`src/rtl/sdram_pkg.sv`:
```
// rtl/sdram_pkg.sv - SDRAM command encodings and arbiter state encoding
package sdram_pkg;

  // {cs_n, ras_n, cas_n, we_n}
  localparam logic [3:0] CMD_NOP  = 4'b0111;
  localparam logic [3:0] CMD_PRE  = 4'b0010;
  localparam logic [3:0] CMD_AREF = 4'b0001;
  localparam logic [3:0] CMD_ACT  = 4'b0011;
  localparam logic [3:0] CMD_WR   = 4'b0100;
  localparam logic [3:0] CMD_RD   = 4'b0101;

  // One-hot arbiter states
  typedef enum logic [4:0] {
    ST_INIT  = 5'b00001,
    ST_ARB   = 5'b00010,
    ST_AREF  = 5'b00100,
    ST_WRITE = 5'b01000,
    ST_READ  = 5'b10000
  } arb_state_e;

endpackage

```
`src/rtl/sdram_watchdog.sv`:
```
// rtl/sdram_watchdog.sv - ownership watchdog counter with clear, enable and expire
module sdram_watchdog #(
  parameter int MAX = 1023
) (
  input  logic clk,
  input  logic rst,
  input  logic clr,
  input  logic en,
  output logic expire
);

  localparam int W = (MAX > 1) ? $clog2(MAX) : 1;
  localparam logic [W-1:0] LAST = W'(MAX - 1);

  logic [W-1:0] count_q;
  logic [W-1:0] count_d;

  // Expire fires on the MAX-th enabled cycle since the last clear
  assign expire = en && (count_q == LAST);

  // Next count: clear wins, hold once expired so the owner is released
  always_comb begin
    count_d = count_q;
    if (clr) begin
      count_d = '0;
    end else if (en && !expire) begin
      count_d = count_q + 1'b1;
    end
  end

  // Counter register
  always_ff @(posedge clk) begin
    if (rst) begin
      count_q <= '0;
    end else begin
      count_q <= count_d;
    end
  end

endmodule

```
`src/rtl/sdram_arbiter.sv`:
```
// rtl/sdram_arbiter.sv - SDRAM bus arbiter for init, refresh, write and read sources
module sdram_arbiter
  import sdram_pkg::*;
#(
  parameter int TIMEOUT = 1023
) (
  input  logic        sclk,
  input  logic        s_rst,
  input  logic        init_end,
  input  logic [3:0]  init_cmd,
  input  logic [11:0] init_addr,
  input  logic        ref_req,
  input  logic        ref_end,
  input  logic [3:0]  ref_cmd,
  input  logic [11:0] ref_addr,
  output logic        ref_en,
  input  logic        wr_req,
  input  logic        wr_end,
  input  logic [3:0]  wr_cmd,
  input  logic [11:0] wr_addr,
  input  logic [1:0]  wr_bank,
  output logic        wr_en,
  input  logic        rd_req,
  input  logic        rd_end,
  input  logic [3:0]  rd_cmd,
  input  logic [11:0] rd_addr,
  input  logic [1:0]  rd_bank,
  output logic        rd_en,
  output logic        sdram_cke,
  output logic        sdram_cs_n,
  output logic        sdram_ras_n,
  output logic        sdram_cas_n,
  output logic        sdram_we_n,
  output logic [11:0] sdram_addr,
  output logic [1:0]  sdram_ba,
  output logic        err_timeout
);

  arb_state_e  state_q, state_d;
  logic        last_rd_q, last_rd_d;
  logic        ref_en_q, ref_en_d;
  logic        wr_en_q, wr_en_d;
  logic        rd_en_q, rd_en_d;
  logic [3:0]  cmd_q, cmd_d;
  logic [11:0] addr_q, addr_d;
  logic [1:0]  ba_q, ba_d;
  logic        cke_q;
  logic        err_q, err_d;
  logic        owner;
  logic        wd_expire;

  assign owner = (state_q == ST_AREF) || (state_q == ST_WRITE) || (state_q == ST_READ);

  // Clearing outside owner states restarts the count on every new ownership
  sdram_watchdog #(.MAX(TIMEOUT)) u_watchdog (
    .clk    (sclk),
    .rst    (s_rst),
    .clr    (!owner),
    .en     (owner),
    .expire (wd_expire)
  );

  // Grant selection, owner release and the per-state command/address mux
  always_comb begin
    state_d   = state_q;
    last_rd_d = last_rd_q;
    ref_en_d  = 1'b0;
    wr_en_d   = 1'b0;
    rd_en_d   = 1'b0;
    err_d     = err_q;
    cmd_d     = CMD_NOP;
    addr_d    = '0;
    ba_d      = '0;
    case (state_q)
      ST_INIT: begin
        cmd_d  = init_cmd;
        addr_d = init_addr;
        if (init_end) state_d = ST_ARB;
      end
      ST_ARB: begin
        if (ref_req) begin
          state_d  = ST_AREF;
          ref_en_d = 1'b1;
        end else if (wr_req && (!rd_req || last_rd_q)) begin
          state_d   = ST_WRITE;
          wr_en_d   = 1'b1;
          last_rd_d = 1'b0;
        end else if (rd_req) begin
          state_d   = ST_READ;
          rd_en_d   = 1'b1;
          last_rd_d = 1'b1;
        end
      end
      ST_AREF: begin
        cmd_d  = ref_cmd;
        addr_d = ref_addr;
        if (ref_end) state_d = ST_ARB;
      end
      ST_WRITE: begin
        cmd_d  = wr_cmd;
        addr_d = wr_addr;
        ba_d   = wr_bank;
        if (wr_end) state_d = ST_ARB;
      end
      ST_READ: begin
        cmd_d  = rd_cmd;
        addr_d = rd_addr;
        ba_d   = rd_bank;
        if (rd_end) state_d = ST_ARB;
      end
      default: state_d = ST_INIT;
    endcase
    // A stuck owner is forcibly released with a NOP and a sticky error
    if (wd_expire) begin
      state_d = ST_ARB;
      cmd_d   = CMD_NOP;
      addr_d  = '0;
      ba_d    = '0;
      err_d   = 1'b1;
    end
  end

  // State, grant pulses and registered SDRAM pins
  always_ff @(posedge sclk) begin
    if (s_rst) begin
      state_q   <= ST_INIT;
      last_rd_q <= 1'b1;
      ref_en_q  <= 1'b0;
      wr_en_q   <= 1'b0;
      rd_en_q   <= 1'b0;
      cmd_q     <= CMD_NOP;
      addr_q    <= '0;
      ba_q      <= '0;
      cke_q     <= 1'b0;
      err_q     <= 1'b0;
    end else begin
      state_q   <= state_d;
      last_rd_q <= last_rd_d;
      ref_en_q  <= ref_en_d;
      wr_en_q   <= wr_en_d;
      rd_en_q   <= rd_en_d;
      cmd_q     <= cmd_d;
      addr_q    <= addr_d;
      ba_q      <= ba_d;
      cke_q     <= 1'b1;
      err_q     <= err_d;
    end
  end

  assign ref_en      = ref_en_q;
  assign wr_en       = wr_en_q;
  assign rd_en       = rd_en_q;
  assign sdram_cke   = cke_q;
  assign {sdram_cs_n, sdram_ras_n, sdram_cas_n, sdram_we_n} = cmd_q;
  assign sdram_addr  = addr_q;
  assign sdram_ba    = ba_q;
  assign err_timeout = err_q;

endmodule

```
`config.mk`:
```
export PLATFORM = sky130hd
export DESIGN_NAME = sdram_arbiter
export DESIGN_NICKNAME = d
export VERILOG_FILES = /design/src/rtl/sdram_pkg.sv /design/src/rtl/sdram_watchdog.sv /design/src/rtl/sdram_arbiter.sv
export SDC_FILE = /design/constraint.sdc
export NUM_CORES = 1
export LEC_CHECK = 0
export BUFFER_PORTS_ARGS = -buffer_cell sky130_fd_sc_hd__buf_2
export CAP_MARGIN = 20
export CORE_AREA = 2 2 57 81
export DETAILED_ROUTE_END_ITERATION = 8
export DIE_AREA = 0 0 59 83
export GPL_ROUTABILITY_DRIVEN = 0
export PLACE_DENSITY_LB_ADDON = 0.1
export SLEW_MARGIN = 20
export SYNTH_ARGS = -nofsm -noshare
export SYNTH_HDL_FRONTEND = slang
export SYNTH_SLANG_ARGS = --single-unit
```
`constraint.sdc`:
```
create_clock -name sclk -period 2.4 [get_ports sclk]
set_input_delay 0.24 -clock sclk [delete_from_list [all_inputs] [get_ports sclk]]
set_output_delay 0.24 -clock sclk [all_outputs]
set_load 0.02 [all_outputs]
```
# ---- Word level (Yosys, flattened, before mapping)
# Cells that the tools add are included.
dict set report totals {
  reg_bits 39
  input_bits 77
  output_inout_bits 23
  wordCells 67
}
dict set report op_classes {
  add_sub_neg 1
  n_eq_ne 16
  mux 18
  bitwise 3
  n_reduce_logical 17
}
# operator count
set ops {}
lappend ops {{12-bit one-hot mux with 4 select lines} 1}
lappend ops {{5-bit 2-to-1 mux} 7}
lappend ops {{5-bit one-hot mux with 5 select lines} 1}
lappend ops {{4-bit one-hot mux with 4 select lines} 1}
lappend ops {{3-bit by 2-bit inequality test with 1-bit output (second input constant)} 4}
lappend ops {{10-bit by 1-bit adder with 10-bit output (second input constant)} 1}
lappend ops {{10-bit equality test (second input constant)} 1}
lappend ops {{5-bit AND reduction} 2}
lappend ops {{2-bit inequality test (second input constant)} 4}
lappend ops {{1-bit 2-to-1 mux} 6}
lappend ops {{2-bit OR reduction} 3}
lappend ops {{5-bit by 1-bit equality test with 1-bit output (second input constant)} 1}
lappend ops {{5-bit by 2-bit equality test with 1-bit output (second input constant)} 1}
lappend ops {{5-bit by 3-bit equality test with 1-bit output (second input constant)} 1}
lappend ops {{5-bit by 4-bit equality test with 1-bit output (second input constant)} 1}
lappend ops {{5-bit equality test (second input constant)} 1}
lappend ops {{5-bit by 4-bit inequality test with 1-bit output (second input constant)} 1}
lappend ops {{4-bit inequality test (second input constant)} 1}
lappend ops {{2-bit one-hot mux with 2 select lines} 1}
lappend ops {{4-bit OR reduction} 1}
lappend ops {{1-bit logical AND} 3}
lappend ops {{1-bit logical OR} 3}
lappend ops {{1-bit inverter} 3}
lappend ops {{3-bit AND reduction} 1}
lappend ops {{other kinds (4)} 5}

# ---- Logic depth before layout (Yosys ltp)
# Gate-level depths: netlist of the first run.
dict set report logic_depth {
  word_depth 7
  mapped_depth 8
  ltp_nobuf 7
}

# ---- Modules after synthesis
# From an unflattened synthesis of the first run, not the netlist that was laid out.
dict set report hier_totals {
  hier_cells 212
  hier_area_um2 1904.3
}
# mod n_inst cells_per_inst area_per_inst_um2 seq_area_each_um2
set by_module_without_submodules {}
lappend by_module_without_submodules {sdram_arbiter 1 144 1311.3 580.6}
lappend by_module_without_submodules {sdram_watchdog 1 68 593.1 200.2}

# ---- Least setup slack after synthesis of the first run
# No wires, ideal clock.
dict set report synth_path {
  kind {register -> register}
  startpoint {register u_watchdog.count_q[0]}
  endpoint {register cmd_q[3]}
  setup_ps 123
  t_arrival_ps 1656
  required_ps 2277
  setup_slack_ps 622
  stages_incl_launch_ff 9
  path_buffers 1
  synth_period_minus_slack_ps 1778
  path_cell_list {dfxtp_1 -> inv_1 -> ha_1 -> and4_1 -> nand4_1 -> nor2b_1 -> o21ai_2 -> buf_2 -> a21oi_1}
}
dict set report synth_via {
  elab_chain_len 3
}
# item line_no
set synth_lines {}
lappend synth_lines {{from (decl)} sdram_watchdog.sv:15} ;# logic [W-1:0] count_q;
lappend synth_lines {{from (signal assigned)} sdram_watchdog.sv:36} ;# count_q <= count_d;
lappend synth_lines {{10-bit equality test} sdram_watchdog.sv:19} ;# assign expire = en && (count_q == LAST);
lappend synth_lines {{1-bit logical AND} sdram_watchdog.sv:19}
lappend synth_lines {{2-bit OR reduction (no line)} --}
lappend synth_lines {{to (signal assigned)} sdram_arbiter.sv:142} ;# cmd_q <= cmd_d;
lappend synth_lines {{to (decl)} sdram_arbiter.sv:44} ;# logic [3:0] cmd_q, cmd_d;
# No other way between the ends.
# A chain may end at the register's enable or synchronous reset.

# ---- Worst setup path after layout of the first run
dict set report layout_path {
  startpoint {register u_watchdog.count_q[0]}
  endpoint {register cmd_q[0]}
}
# Same word-level chain as after synthesis.

==> reports/summary.txt, run 1 <==
Vias in the first global route - 1652
FF+latch count, synth - 39
Slowest cell delay on critical path - 0.34 ns
Remaining DRCs - 0
Largest net degree at the start of global routing - 19
Layout fillers - 403
Skew final - 0.00667 ns
Mapped Area - 1750 µm²
Ports - 100
Worst-margin pin slew - 0.435 ns
Crit-path max FO - 16
Routed WL per cell - 13.2 µm
Synthesis-to-layout area growth - 36.5%
Std cell rows - 28
Initial antenna violation count - 0
CP Launch Type - flip-flop
Cells after DPL - 333
Clock Latency Late Sink - 0.29 ns
Worst setup EP type - flip-flop
Avg Inst Size Synth - 9.04 µm²
Total setup buffers inserted after CTS - 0
Die height - 83 µm
Reg clk slew, reported paths - 0.07 ns
IO Port Bufs - 99
Fin area - 2390 µm²
FF/Latch Area - 781 µm²
Register area share after synthesis - 0.445
Post-DP HPWL - 3560 µm
Asr flop ratio synth - 0
Vias per std cell - 5.35
Routed Antenna Nets - 0
End-of-flow core utilization - 0.579
Final worst path period share - 0.782
Slowest CP cell - dfxtp_1
Drt pass-1 iters - 4
First-pass GRT wire length - 7330 µm
Max-slew violations - 0
Syn nets - 273
Setup TNS - 0 ns
GRT Residual Overflow - 0
Critical Path RT - 2.63 ns
Gate Count Post-Synth - 194
Die area - 4900 µm²
Core area - 4130 µm²
Yosys cell types - 40
Total GRT Usage - 0.192
Crit path cell chain - inv_1, ha_1, and4_1, nand4_1, nor2b_1, o21ai_2, buf_4, nand3b_1
Post-route minimum period - 1.88 ns
Placed instance area - 2290 µm²
Post-Layout Cell Count - 341
Final setup violating endpoints - 0
Most used flip-flop cell after synthesis - dfxtp_1
Outcome - finished clean
Maximum root-to-sink buffer count - 2
PD cells - 714 nW/µm²
Drt total wl - 4510 µm
VDD IR max - 0.395 mV
Leakage - 1.08 nW
Yosys warns - 0
CP Class - flip-flop to flip-flop
Slew margin rel. - 0.707
Final-stage net count - 374
Area of the multi-input gates - 913 µm²
CP arrival - 2.10 ns
WHS - 0.167 ns
Share of post-route cells with drive strength above 1 - 0.395
DR iter-0 viols - 45
Diode count - 0
Vias - 1824
Worst hold path class - primary input to flip-flop
H-tree depth - 2
Fmax - 533 MHz
Final-report hold violation count - 0
Max cap viols - 0
CTS tree - yes
Hold buffers post-CTS - 0
RSZ-0062 raised after global routing - false
Die X - 59 µm
Post_cts resized - 0
CTS Buf Count - 5
EDFF count, synth - 0
Initial Util - 0.424
Clock root cell - clkbuf_8
Sink Count - 39
-- logic make-up (layout without fill, tap and decap cells) --
| group | after synthesis | after routing | synth area share |
|---|---|---|---|
| fa+ha+maj | 2 | 2 | 0.0143 |
| compound gates | 64 | 64 | 0.253 |
| buf+inv | 13 | 115 | 0.0342 |
| mux | 1 | 1 | 0.00571 |
| xor+xnor | 5 | 5 | 0.0250 |
| simple gates | 70 | 70 | 0.223 |
| flops | 39 | 39 | 0.445 |
-- flip-flops by register name (all words and copies together) (netlist names), 2 cells and up --
signal and count:
sdram_addr 12, u_watchdog.count_q 10, state_q 5, cmd_q 4, sdram_ba 2
-- cell type report --
type,instances,share of cell area
clock buffer,8,0.0418
inverter,3,0.00470
multi-input combinational,142,0.381
sequential,39,0.326
tap,45,0.0235
timing repair buffer,104,0.223
-- path summary, 6_finish.rpt --
kind | start | end | slack, ns | cells past startpoint
worst max-delay path | u_watchdog.count_q[0] | cmd_q[0] | 0.52 | 8
worst min-delay path | s_rst | err_timeout | 0.17 | 2
worst max register to register | u_watchdog.count_q[0] | cmd_q[0] | 0.52 | 8
worst min register to register | err_timeout | err_timeout | 0.47 | 2
-- metal layers --
| layer | GRT usage | share of wire | vias to the layer above |
|---|---|---|---|
| met4 | 0.0682 | 0.023 | 0 |
| met5 | 0 | 0 | - |
| met2 | 0.314 | 0.49 | 76 |
| met1 | 0.224 | 0.41 | 816 |
| met3 | 0.0685 | 0.079 | 9 |
| li1 | - | - | 923 |
-- critical path: cells and delay by family, from the launching register on --
family,cells,cell delay [ns]
and+or+nand+nor,4,0.92
DFF,1,0.34
buffers and inverters,2,0.27
adders and majority gates,1,0.15
AOI/OAI and AO/OA,1,0.12
-- report_power, final --
group          switching, W  internal (W)
Clock              0.000217      0.000262
Sequential        0.0000360      0.000716
Combinational      0.000274      0.000205
-- Yosys cell counts, drive strengths merged (3+ instances only) --
cell type  number  area [µm²]
nand2b          5        31.3
o21ai           6        33.8
xor2            3        26.3
nand3b          4        30.0
buf             9        45.1
a22oi          34         255
dfxtp          39         781
nand2           9        33.8
nor2           22        82.6
and3            3        18.8
inv             3        11.3
nand3           9        45.0
a21oi          15        75.1
-- stage by stage --
| stage | total power (W) | setup WS (ns) |
|---|---|---|
| after global routing | 0.00180 | 0.323 |
| after global placement | 0.00125 | 0.574 |
| after CTS | 0.00172 | 0.505 |
| final | 0.00171 | 0.523 |
| after detailed placement | 0.00125 | 0.531 |
| after floorplan | 0.00106 | 0.622 |
-- layout by cell type, fill, tap and decap left out, drive strengths merged, types with 3 or more instances in the layout --
cell,n
nand2b,5
nor2,22
nand3,9
nand2,9
o21ai,6
clkbuf,8
and3,3
a21oi,15
nand3b,4
buf,104
inv,3
xor2,3
a22oi,34
dfxtp,39
Note: power is estimated with default switching activity, not from simulation.
==> run 2, diff against run 1 <==
ABC_AREA = 1   (was default)
CORE_AREA = 2 2 60 85   (was 2 2 57 81)
DIE_AREA = 0 0 62 87   (was 0 0 59 83)
clock period = 1.9 ns   (was 2.4 ns; I/O delays follow)
==> reports/summary.txt, run 2 <==
Die area - 5390 µm² (+10%)
Hold Crit Start - init_cmd[1]
Post-Layout Cell Count - 457 (+34%)
Maximum root-to-sink buffer count - 2 (unchanged)
Max-slew violations - 0 (unchanged)
CTS tree - yes
Commonest non-fill, non-tap cell in the layout - buf_2
Routed WL per cell - 11.4 µm (-14%)
Remaining DRCs - 0 (unchanged)
H-tree depth - 2 (unchanged)
GRT Residual Overflow - 0 (unchanged)
Mux share of post-synthesis cell area - 0 (-0.00571)
Die height - 87 µm (+4.8%)
Crit path buf inv count - 2 (unchanged)
Ports - 100 (unchanged)
Top cells by count, synth - 65 x nand2_1, 60 x inv_1, 39 x dfxtp_1, 18 x nor2_1, 16 x o22ai_1
Post-synth top area share - 0.378 (-0.0671)
Share of post-route cells with drive strength above 1 - 0.344 (-0.0518)
Initial antenna violation count - 0 (unchanged)
Slowest cell delay on critical path - 0.43 ns (+0.09 ns)
RSZ-0062 raised after global routing - false
Slew margin rel. - 0.767 (+0.0601)
Final worst path period share - 0.868 (+0.0856)
Outcome - finished clean
Most used flip-flop cell after synthesis - dfxtp_1
VDD IR max - 0.393 mV (-0.54%)
Worst hold path class - primary input to flip-flop
Asr flop ratio synth - 0 (unchanged)
Top cells by area, synth - dfxtp_1 38%, nand2_1 12%, inv_1 11%
Diode count - 0 (unchanged)
Worst-margin pin slew - 0.346 ns (-0.0892 ns)
Simple-Gate Fraction of Synth Area - 0.280 (+0.0573)
CP Launch Type - flip-flop
Post-synthesis adder-cell area fraction - 0.0121 (-0.00215)
Yosys cell types - 29 (-28%)
Vias - 2129 (+17%)
Setup TNS - 0 ns (unchanged)
Xor and xnor area share after synthesis - 0.0170 (-0.00800)
PD cells - 786 nW/µm² (+10%)
Vias per std cell - 4.66 (-13%)
Slowest CP cell - dfxtp_1
Total setup buffers inserted after CTS - 0 (unchanged)
Synth Area in Compound Gates - 0.178 (-0.0751)
Routed Antenna Nets - 0 (unchanged)
Hold-critical path endpoint - cmd_q[1]
Drt pass-1 iters - 4 (unchanged)
Crit-path max FO - 19 (+3)
Sink Count - 39 (unchanged)
Cell family with most CP delay - simple AND/OR/NAND/NOR gates
Commonest cells after routing, fill and taps aside - 99 x buf_2, 65 x nand2_1, 60 x inv_1
Reg2Reg Depth - 10 (+2)
EDFF count, synth - 0 (unchanged)
Synthesis-to-layout area growth - 31.9%
Leakage - 1.35 nW (+25%)
Critical Path RT - 2.07 ns (-0.56 ns)
Vias in the first global route - 1988 (+20%)
Core area - 4690 µm² (+13%)
Final-stage net count - 472 (+26%)
Largest net degree at the start of global routing - 20 (+1)
Fmax - 607 MHz (+14%)
Std cell rows - 30 (+7.1%)
Avg Inst Size Synth - 7.17 µm² (-21%)
Register area share after synthesis - 0.378 (-0.0671)
FF+latch count, synth - 39 (unchanged)
RR Endpoint - cmd_q[0]
Max reg flops - 12 (unchanged)
End-of-flow core utilization - 0.581 (+0.00123)
Drt total wl - 5210 µm (+15%)
Yosys warns - 0 (unchanged)
Die X - 62 µm (+5.1%)
IO Port Bufs - 99 (unchanged)
CP startpoint - u_watchdog.count_q[0]
Final setup violating endpoints - 0 (unchanged)
Hold buffers post-CTS - 0 (unchanged)
R2r startpoint - u_watchdog.count_q[0]
Post-DP HPWL - 4130 µm (+16%)
Gate Count Post-Synth - 288 (+48%)
CTS Buf Count - 5 (unchanged)
Worst setup EP type - flip-flop
Skew final - 0.00773 ns (+0.00106 ns)
Hold depth - 3 (+1)
Cells after DPL - 450 (+35%)
Mapped Area - 2070 µm² (+18%)
Max cap viols - 0 (unchanged)
CP Class - flip-flop to flip-flop
Yosys top cell by area - dfxtp_1
Clock root cell - clkbuf_8
Clock Latency Late Sink - 0.29 ns (about the same)
Syn nets - 367 (+34%)
Post_cts resized - 0 (unchanged)
First-pass GRT wire length - 8460 µm (+15%)
Largest family of logic cells by synthesized area - simple AND/OR/NAND/NOR gates
Layout fillers - 502 (+25%)
Final-report hold violation count - 0 (unchanged)
Crit path cell chain - inv_1, ha_1, nand3_1, nor2_1, nand2_1, inv_1, nand2_4, nand2_4, nor2_2, nand4_1
Post-route minimum period - 1.65 ns (-0.228 ns)
Total GRT Usage - 0.211 (+0.0194)
DR iter-0 viols - 60 (+33%)
Initial Util - 0.440 (+0.0159)
Top-count cell post-synth - nand2_1
Reg-to-reg slack, setup - 0.25 ns (-0.27 ns)
Reg clk slew, reported paths - 0.07 ns (about the same)
CP arrival - 1.82 ns (-0.28 ns)
run 2: changes by cell type in the layout (fill, tap and decap cells not counted), moves of 4 or more:
cell      delta
inv_1       +57
a21oi_2      +9
a31oi_1      +6
a22oi_1     -34
nor2_1       -4
nand2_1     +56
nand2b_1     -5
nand4_1     +11
nand3b_1     -4
o22ai_1     +16
run 2: layer usage:
metal | up-vias | GRT usage | part of all wire
met5 | - | 0 | 0
li1 | 1132 | - | -
met1 | 921 | 0.223 | 0.39
met2 | 69 | 0.379 | 0.53
met4 | 0 | 0.0812 | 0.018
met3 | 7 | 0.0565 | 0.066
run 2: kinds of logic after synthesis:
logic type / count (synthesis)
AOI/OAI and AO/OA: 56
xor gates and xnor gates: 4
adders and majority gates: 2
buffers and inverters: 70
DFF: 39
and+or+nand+nor: 117
run 2: worst reg2reg max path, delay by kind of cell (launching register included):
kind,cells,cell delay [ns]
buffers and inverters,2,0.16
flip-flops,1,0.43
AND/OR/NAND/NOR,7,0.74
adder cells (fa/ha/maj),1,0.19
run 2: stage by stage:
| step | hold WS (ns) | total power [W] | setup slack, ns | instance area, µm² |
|---|---|---|---|---|
| after floorplan | 0.259 | 0.00137 | 0.399 | 2070 |
| after global placement | 0.408 | 0.00160 | 0.335 | 2640 |
| after detailed placement | 0.424 | 0.00160 | 0.255 | 2640 |
| after CTS | 0.109 | 0.00217 | 0.231 | 2720 |
| after global routing | 0.122 | 0.00227 | 0.0964 | 2720 |
| final | 0.116 | 0.00214 | 0.251 | 2720 |
run 2: how the worst max path moves through the flow:
stage	end	slack, ns	cells after the start
6_report	cmd_q[0]	0.25	10
3_5_place_dp	cmd_q[0]	0.25	10
2_1_floorplan	sdram_addr[10]	0.40	10
4_1_cts	cmd_q[0]	0.23	10
3_3_place_gp	cmd_q[0]	0.33	10
5_1_grt	cmd_q[0]	0.1	10
run 2: where the power goes:
| group | switching [W] | leakage (nW) | total, W | internal [W] |
|---|---|---|---|---|
| clock network | 0.000277 | 0.0470 | 0.000562 | 0.000285 |
| registers | 0.0000537 | 0.318 | 0.000962 | 0.000909 |
| logic | 0.000389 | 0.984 | 0.000618 | 0.000228 |
run 2: layout make-up:
cell class                      instances  area, µm²  share of cell area
Clock inverter                          1       5.00             0.00184
Clock buffer                            6       82.6              0.0303
Timing Repair Buffer                  103        526               0.193
Multi-Input combinational cell        179       1010               0.369
Tap cell                               64       80.1              0.0294
Inverter                               65        244              0.0896
Sequential cell                        39        781               0.287
